$ cat config.mk
export PLATFORM = sky130hd
export DESIGN_NAME = rsa_host_seq_flat
export DESIGN_NICKNAME = d
export VERILOG_FILES = /design/src/rtl/rsa_host_seq_if.sv /design/src/rtl/rsa_host_seq.sv /design/src/flat_wrapper.sv
export SDC_FILE = /design/constraint.sdc
export NUM_CORES = 1
export LEC_CHECK = 0
export CAP_MARGIN = 20
export CORE_MARGIN = 2
export CORE_UTILIZATION = 45
export DETAILED_ROUTE_END_ITERATION = 16
export PLACE_DENSITY = 0.69
export SLEW_MARGIN = 10
export SYNTH_ARGS = -nofsm -noshare
export SYNTH_HDL_FRONTEND = slang
export SYNTH_SLANG_ARGS = --single-unit
export TNS_END_PERCENT = 20
$ cat constraint.sdc
create_clock -name clk -period 2.8 [get_ports clk]
set_input_delay 0.56 -clock clk [delete_from_list [all_inputs] [get_ports clk]]
set_output_delay 0.56 -clock clk [all_outputs]
set_load 0.005 [all_outputs]
$ cat src/rtl/rsa_host_seq_if.sv
// Byte-stream and core-register-file signals between the RSA host sequencer
// and its neighbours (UART rx/tx and the exponentiation core).
interface rsa_host_seq_if;
    logic       rx_valid;
    logic [7:0] rx_data;
    logic       rx_ready;
    logic       tx_valid;
    logic [7:0] tx_data;
    logic       tx_ready;
    logic       core_we_n;
    logic       core_oe_n;
    logic       core_start_n;
    logic [1:0] core_reg_sel;
    logic [4:0] core_addr;
    logic [7:0] core_wdata;
    logic [7:0] core_rdata;
    logic       core_ready;

    modport master (
        input  rx_valid, rx_data, tx_ready, core_rdata, core_ready,
        output rx_ready, tx_valid, tx_data, core_we_n, core_oe_n, core_start_n,
               core_reg_sel, core_addr, core_wdata
    );

    modport slave (
        output rx_valid, rx_data, tx_ready, core_rdata, core_ready,
        input  rx_ready, tx_valid, tx_data, core_we_n, core_oe_n, core_start_n,
               core_reg_sel, core_addr, core_wdata
    );
endinterface

$ cat src/rtl/rsa_host_seq.sv
// Loads modulus/base/exponent into the RSA core, launches it, waits with a
// timeout and streams the 32-byte result back out MSB first.
module rsa_host_seq #(
    parameter int TIMEOUT = 1000000,
    parameter int TMO_W   = 20
) (
    input  logic                 clk,
    input  logic                 reset,
    rsa_host_seq_if.master       bus,
    output logic                 busy,
    output logic                 done,
    output logic                 err
);
    typedef enum logic [3:0] {
        S_LOAD_N, S_LOAD_A, S_LOAD_E, S_START, S_ARM,
        S_WAIT, S_RD_REQ, S_RD_CAP, S_SEND, S_DONE
    } state_t;

    state_t           r_state, w_state_nxt;
    logic [4:0]       r_cnt, w_cnt_nxt;
    logic [TMO_W-1:0] r_tmo, w_tmo_nxt;
    logic             r_we_n, w_we_n_nxt, r_oe_n, w_oe_n_nxt, r_start_n, w_start_n_nxt;
    logic [1:0]       r_sel, w_sel_nxt;
    logic [4:0]       r_addr, w_addr_nxt;
    logic [7:0]       r_wdata, w_wdata_nxt, r_tx_data, w_tx_data_nxt;
    logic             r_tx_valid, w_tx_valid_nxt, r_rx_ready, w_rx_ready_nxt;
    logic             r_busy, w_busy_nxt, r_done, w_done_nxt, r_err, w_err_nxt;
    logic             w_accept;

    // rx_ready is only ever high in a load state, so this is the load handshake
    assign w_accept = bus.rx_valid && r_rx_ready;

    always_ff @(posedge clk or posedge reset) begin
        if (reset) r_state <= S_LOAD_N;
        else       r_state <= w_state_nxt;
    end

    always_comb begin
        w_state_nxt    = r_state;
        w_cnt_nxt      = r_cnt;
        w_tmo_nxt      = r_tmo;
        w_we_n_nxt     = 1'b1;
        w_oe_n_nxt     = 1'b1;
        w_start_n_nxt  = 1'b1;
        w_sel_nxt      = r_sel;
        w_addr_nxt     = r_addr;
        w_wdata_nxt    = r_wdata;
        w_tx_valid_nxt = r_tx_valid;
        w_tx_data_nxt  = r_tx_data;
        w_err_nxt      = r_err;
        case (r_state)
            S_LOAD_N, S_LOAD_A, S_LOAD_E: begin
                if (w_accept) begin
                    w_we_n_nxt  = 1'b0;
                    w_addr_nxt  = r_cnt;
                    w_wdata_nxt = bus.rx_data;
                    w_err_nxt   = 1'b0;
                    w_cnt_nxt   = r_cnt - 5'd1;
                    case (r_state)
                        S_LOAD_N: w_sel_nxt = 2'd3;
                        S_LOAD_A: w_sel_nxt = 2'd1;
                        default:  w_sel_nxt = 2'd2;
                    endcase
                    if (r_cnt == 5'd0) begin
                        w_cnt_nxt = 5'd31;
                        case (r_state)
                            S_LOAD_N: w_state_nxt = S_LOAD_A;
                            S_LOAD_A: w_state_nxt = S_LOAD_E;
                            default:  w_state_nxt = S_START;
                        endcase
                    end
                end
            end
            S_START: begin
                w_start_n_nxt = 1'b0;
                w_state_nxt   = S_ARM;
            end
            S_ARM: begin
                w_tmo_nxt   = '0;
                w_state_nxt = S_WAIT;
            end
            S_WAIT: begin
                if (bus.core_ready) begin
                    w_state_nxt = S_RD_REQ;
                    w_cnt_nxt   = 5'd31;
                    w_oe_n_nxt  = 1'b0;
                    w_sel_nxt   = 2'd0;
                    w_addr_nxt  = 5'd31;
                end else if (r_tmo == TMO_W'(TIMEOUT - 1)) begin
                    w_err_nxt   = 1'b1;
                    w_cnt_nxt   = 5'd31;
                    w_state_nxt = S_LOAD_N;
                end else begin
                    w_tmo_nxt = r_tmo + TMO_W'(1);
                end
            end
            S_RD_REQ: w_state_nxt = S_RD_CAP;
            S_RD_CAP: begin
                w_tx_data_nxt  = bus.core_rdata;
                w_tx_valid_nxt = 1'b1;
                w_state_nxt    = S_SEND;
            end
            S_SEND: begin
                if (bus.tx_ready) begin
                    w_tx_valid_nxt = 1'b0;
                    if (r_cnt == 5'd0) begin
                        w_state_nxt = S_DONE;
                    end else begin
                        w_cnt_nxt   = r_cnt - 5'd1;
                        w_oe_n_nxt  = 1'b0;
                        w_sel_nxt   = 2'd0;
                        w_addr_nxt  = r_cnt - 5'd1;
                        w_state_nxt = S_RD_REQ;
                    end
                end
            end
            S_DONE: begin
                w_cnt_nxt   = 5'd31;
                w_state_nxt = S_LOAD_N;
            end
            default: w_state_nxt = S_LOAD_N;
        endcase
        w_done_nxt     = (w_state_nxt == S_DONE);
        w_rx_ready_nxt = (w_state_nxt == S_LOAD_N) || (w_state_nxt == S_LOAD_A) ||
                         (w_state_nxt == S_LOAD_E);
        w_busy_nxt     = !((w_state_nxt == S_LOAD_N) && (w_cnt_nxt == 5'd31));
    end

    always_ff @(posedge clk or posedge reset) begin
        if (reset) begin
            r_cnt      <= 5'd31;
            r_tmo      <= '0;
            r_we_n     <= 1'b1;
            r_oe_n     <= 1'b1;
            r_start_n  <= 1'b1;
            r_sel      <= 2'd0;
            r_addr     <= 5'd0;
            r_wdata    <= 8'd0;
            r_tx_valid <= 1'b0;
            r_tx_data  <= 8'd0;
            r_rx_ready <= 1'b0;
            r_busy     <= 1'b0;
            r_done     <= 1'b0;
            r_err      <= 1'b0;
        end else begin
            r_cnt      <= w_cnt_nxt;
            r_tmo      <= w_tmo_nxt;
            r_we_n     <= w_we_n_nxt;
            r_oe_n     <= w_oe_n_nxt;
            r_start_n  <= w_start_n_nxt;
            r_sel      <= w_sel_nxt;
            r_addr     <= w_addr_nxt;
            r_wdata    <= w_wdata_nxt;
            r_tx_valid <= w_tx_valid_nxt;
            r_tx_data  <= w_tx_data_nxt;
            r_rx_ready <= w_rx_ready_nxt;
            r_busy     <= w_busy_nxt;
            r_done     <= w_done_nxt;
            r_err      <= w_err_nxt;
        end
    end

    assign bus.rx_ready     = r_rx_ready;
    assign bus.tx_valid     = r_tx_valid;
    assign bus.tx_data      = r_tx_data;
    assign bus.core_we_n    = r_we_n;
    assign bus.core_oe_n    = r_oe_n;
    assign bus.core_start_n = r_start_n;
    assign bus.core_reg_sel = r_sel;
    assign bus.core_addr    = r_addr;
    assign bus.core_wdata   = r_wdata;
    assign busy             = r_busy;
    assign done             = r_done;
    assign err              = r_err;
endmodule

$ cat src/flat_wrapper.sv
// flat-port wrapper written by rule: the top's interface ports become plain ports
module rsa_host_seq_flat 
#(
    parameter int TIMEOUT = 1000000,
    parameter int TMO_W   = 20
)
  (clk, reset, busy, done, err, bus_rx_valid, bus_rx_data, bus_tx_ready, bus_core_rdata, bus_core_ready, bus_rx_ready, bus_tx_valid, bus_tx_data, bus_core_we_n, bus_core_oe_n, bus_core_start_n, bus_core_reg_sel, bus_core_addr, bus_core_wdata);
  rsa_host_seq_if bus_i ();
  input  logic clk;
  input  logic reset;
  output logic busy;
  output logic done;
  output logic err;
  input wire logic [$bits(bus_i.rx_valid)-1:0] bus_rx_valid;
  input wire logic [$bits(bus_i.rx_data)-1:0] bus_rx_data;
  input wire logic [$bits(bus_i.tx_ready)-1:0] bus_tx_ready;
  input wire logic [$bits(bus_i.core_rdata)-1:0] bus_core_rdata;
  input wire logic [$bits(bus_i.core_ready)-1:0] bus_core_ready;
  output wire logic [$bits(bus_i.rx_ready)-1:0] bus_rx_ready;
  output wire logic [$bits(bus_i.tx_valid)-1:0] bus_tx_valid;
  output wire logic [$bits(bus_i.tx_data)-1:0] bus_tx_data;
  output wire logic [$bits(bus_i.core_we_n)-1:0] bus_core_we_n;
  output wire logic [$bits(bus_i.core_oe_n)-1:0] bus_core_oe_n;
  output wire logic [$bits(bus_i.core_start_n)-1:0] bus_core_start_n;
  output wire logic [$bits(bus_i.core_reg_sel)-1:0] bus_core_reg_sel;
  output wire logic [$bits(bus_i.core_addr)-1:0] bus_core_addr;
  output wire logic [$bits(bus_i.core_wdata)-1:0] bus_core_wdata;
  assign bus_i.rx_valid = bus_rx_valid;
  assign bus_i.rx_data = bus_rx_data;
  assign bus_i.tx_ready = bus_tx_ready;
  assign bus_i.core_rdata = bus_core_rdata;
  assign bus_i.core_ready = bus_core_ready;
  assign bus_rx_ready = bus_i.rx_ready;
  assign bus_tx_valid = bus_i.tx_valid;
  assign bus_tx_data = bus_i.tx_data;
  assign bus_core_we_n = bus_i.core_we_n;
  assign bus_core_oe_n = bus_i.core_oe_n;
  assign bus_core_start_n = bus_i.core_start_n;
  assign bus_core_reg_sel = bus_i.core_reg_sel;
  assign bus_core_addr = bus_i.core_addr;
  assign bus_core_wdata = bus_i.core_wdata;
  rsa_host_seq #(.TIMEOUT(TIMEOUT), .TMO_W(TMO_W)) u_core (.clk(clk), .reset(reset), .bus(bus_i), .busy(busy), .done(done), .err(err));
endmodule
==> impl_metrics.csv <==
group,metric,value,unit
sta,final_max_slew_viol_count,0,
job,drv_cap,0,
cells_and_area,fin_cells,504,
routing,avgViaCountPerCell,5.22,
global_routing,met3_usage,4.85,%
yosys,synth_top_area_share,40.4,%
place,pre_cts_ws,0.217,ns
routing,post-route-drc-count,0,
yosys,async_flop_share,100,%
cells_and_area,drive_above_1_share,15.0,%
power_and_ir_drop,comb_power_share,41.2,%
worst_setup_path,cp_max_fo,6,
worst_setup_path,crit_path_end_kind,"register",
place,dp_hpwl,5060,um
cells_and_area,num-fill-cells,579,
worst_setup_path,rrSetupSlack,0.22,ns
floorplanning,die_y,88.6,um
global_routing,use_met2,31.0,%
cells_and_area,final_common_cell,"nand2_1",
global_routing,grt_max_degree,61,
sta,fin_skew,0.00652,ns
power_and_ir_drop,pwr-share-seq,35.3,%
sta,fin_tns_setup,0,ns
worst_setup_path,cp-start-kind,"register",
floorplanning,die-width,88.6,um
worst_hold_path,hp-class,"reg2reg",
routing,wl_per_cell,14.3,um
worst_setup_path,slowest_stage,"or4b_1",
sta,fin_ws,0.216,ns
sta,worstMarginPinSlew,0.585,ns
sta,hold_violations,0,
run_status,status,"finished, final reports clean",
clock_network,cts_tree,"done",
global_routing,grt_util_met1,27.5,%
yosys,yosys.area.top_type,"dfrtp_1",
clock_network,clock-sinks,60,
sta,max-slew-margin-rel,60.9,%
cells_and_area,area_delta_synth_final,27.9,%
sta,fmaxAchievable,0.387,GHz
global_routing,gr-max-usage-layer,"met2",
cells_and_area,n_antenna_cell,0,
clock_network,insertion_delay,0.35,ns
floorplanning,num_io_pins,52,
yosys,synth-seq-cells,60,
cells_and_area,mostFrequentLayoutCells,"nand2_1 (75), dfrtp_1 (52), clkdlybuf4s50_1 (51)",
power_and_ir_drop,sw_frac_of_total,35.2,%
yosys,synth.avg_cell_area,9.39,um2
sta,setup_viol,0,
sta,rsz0062_at_grt,"no",
place,placed_cells,488,
yosys,synth_cell_types,68,
yosys,yosys_warnings,0,
floorplanning,initial_core_util,46.9,%
clock_network,cts_root_buf,"clkbuf_8",
cells_and_area,finish.instance_area,4120,um2
power_and_ir_drop,leakage,0.00177,uW
floorplanning,coreArea,6870,um2
worst_setup_path,cp.arrival,2.81,ns
worst_setup_path,path_class,"reg2reg",
routing,dr_total_vias,2630,
routing,dr.pass1.iters,4,
cells_and_area,nets,427,
global_routing,antenna_found_initial,0,
power_and_ir_drop,p_clk_share,23.5,%
sta,hold_slack,0.475,ns
yosys,synth_area,3220,um2
clock_network,numCtsBuffers,9,
sta,min_period,2.58,ns
clock_network,ctsHtreeMaxLevel,3,
floorplanning,num_rows,30,
worst_setup_path,critPathMaxStageDelay,0.48,ns
worst_setup_path,crit_chain,"inv_1 -> ha_1 -> or4b_1 -> ha_1 -> nand2_1 -> o21ai_0 -> a222oi_1 -> a41oi_1 -> nand4b_1 -> a2111o_1",
power_and_ir_drop,power.internal,2630,uW
clock_network,post-cts-setup-buffers,0,
global_routing,track_usage,20.4,%
cells_and_area,seq_area,1510,um2
yosys,synth_area_leaders,"dfrtp_1 (40%), nand2_1 (8.7%), dfstp_2 (6.5%)",
worst_setup_path,required,3.03,ns
power_and_ir_drop,irDropWorstVdd,522,uV
cells_and_area,multi_input_area,1560,um2
worst_setup_path,cpMostUsedCell,"ha_1",
yosys,ys_seq_area_share,46.9,%
power_and_ir_drop,power_density,985,nW/um2
global_routing,grt_pass1_wl,12200,um
global_routing,grt.overflow.total,0,
clock_network,clkSlewWorstSetupHoldPaths,0.07,ns
yosys,postSynthCellCount,343,
routing,wirelength,7190,um
place,dpl-instance-area,3880,um2
clock_network,cts_buffer_depth,2,
power_and_ir_drop,switchingPower,1430,uW
yosys,synth_fp_nets,367,
global_routing,grt_pass1_vias,2577,
routing,drt_iter0_drc,122,
sta,fin_crit_sh,92.3,%
yosys,synth_ff_type,"dfrtp_1",
clock_network,post_cts_resized,0,
routing,ant_nets,0,
floorplanning,dieArea,7850,um2
place,portBuffers,51,
clock_network,cts_hold_buf,0,
yosys,synth_edf_count,0,
place,gp_congestion,0.824,
-- path summary, 6_finish.rpt --
kind / startpoint / cells past startpoint / endpoint
worst max register to register: u_core.r_cnt[0] / 10 / u_core.busy
min in group asynchronous: reset / 3 / u_core.bus.core_wdata[0]
max in group asynchronous: reset / 3 / u_core.r_cnt[1]
worst max-delay path: u_core.r_cnt[0] / 10 / u_core.busy
worst min-delay path: u_core.bus.tx_data[3] / 2 / u_core.bus.tx_data[3]
worst min register to register: u_core.bus.tx_data[3] / 2 / u_core.bus.tx_data[3]
-- state kept, by name, indices dropped and copies added, names as in the netlist --
register                 count
u_core.r_tmo                20
u_core.done                  1
u_core.busy                  1
u_core.r_cnt                 5
u_core.bus.tx_valid          1
u_core.bus.core_wdata        8
u_core.err                   1
u_core.bus.rx_ready          1
u_core.bus.core_start_n      1
u_core.bus.tx_data           8
u_core.bus.core_oe_n         1
u_core.bus.core_addr         5
u_core.r_state               4
u_core.bus.core_we_n         1
u_core.bus.core_reg_sel      2
-- power by group through the flow --
stage	combinational [uW]	sequential [uW]	clock, uW
2_1_floorplan	1070	1370	0
3_3_place_gp	1640	1440	0
5_1_grt	1860	1480	1020
3_5_place_dp	1670	1440	0
4_1_cts	1680	1440	981
6_report	1670	1430	953
-- cells in the mapped netlist, types with 2 or more instances --
master / count
nand2_1: 75
dfrtp_1: 52
nor2_1: 26
nand3_1: 17
xnor2_1: 14
inv_1: 12
o21ai_0: 11
a21oi_1: 8
dfstp_2: 8
nand2b_1: 7
a211oi_1: 6
buf_2: 6
nor3_1: 6
or3_1: 6
clkbuf_1: 5
a22o_1: 4
and3_1: 4
nor2b_1: 4
o21ai_1: 4
xor2_1: 4
a21o_1: 3
buf_4: 3
ha_1: 3
and2_1: 2
and4b_1: 2
buf_6: 2
nand3b_1: 2
nand4_1: 2
nor4_1: 2
nor4_2: 2
nor4_4: 2
o2111ai_1: 2
o22ai_1: 2
-- cell type report --
| type | instances | share of cell area [%] |
|---|---|---|
| repair buffers | 66 | 15.4 |
| clock inverters | 5 | 2.43 |
| inverters | 13 | 1.18 |
| well taps | 96 | 2.92 |
| clock buffers | 11 | 3.43 |
| flip-flops and latches | 60 | 36.7 |
| multi-input cells | 253 | 37.9 |
-- cell families after synthesis --
kind of cell               count (synthesis)  share of synthesized area [%]
DFF                                       60                           46.9
AOI/OAI and AO/OA                         60                           14.0
buffers and inverters                     30                           4.55
adders and majority gates                  3                           1.17
xor gates and xnor gates                  18                           4.90
and+or+nand+nor                          171                           28.1
muxes                                      1                          0.350
-- worst max-delay path: cells and delay by family (launching register included) --
kind	cells	cell delay [ns]
adder cells (fa/ha/maj)	2	0.50
AND/OR/NAND/NOR	3	0.66
buffers and inverters	1	0.07
flip-flops	1	0.39
AO/OA/AOI/OAI	4	0.84
-- routing by layer --
layer  vias to the layer above  part of all wire [%]
li1                       1304                     -
met5                         -                     0
met4                         0                   2.0
met3                        13                   5.4
met2                        68                    47
met1                      1245                    45
-- metrics by stage --
stage	util, %	power (uW)
detailed placement	56.5	3120
finish	60.0	4060
global route	60.0	4360
floorplan	-	2440
CTS	60.0	4100
global placement	56.5	3080
Note: power is estimated with default switching activity, not from simulation.
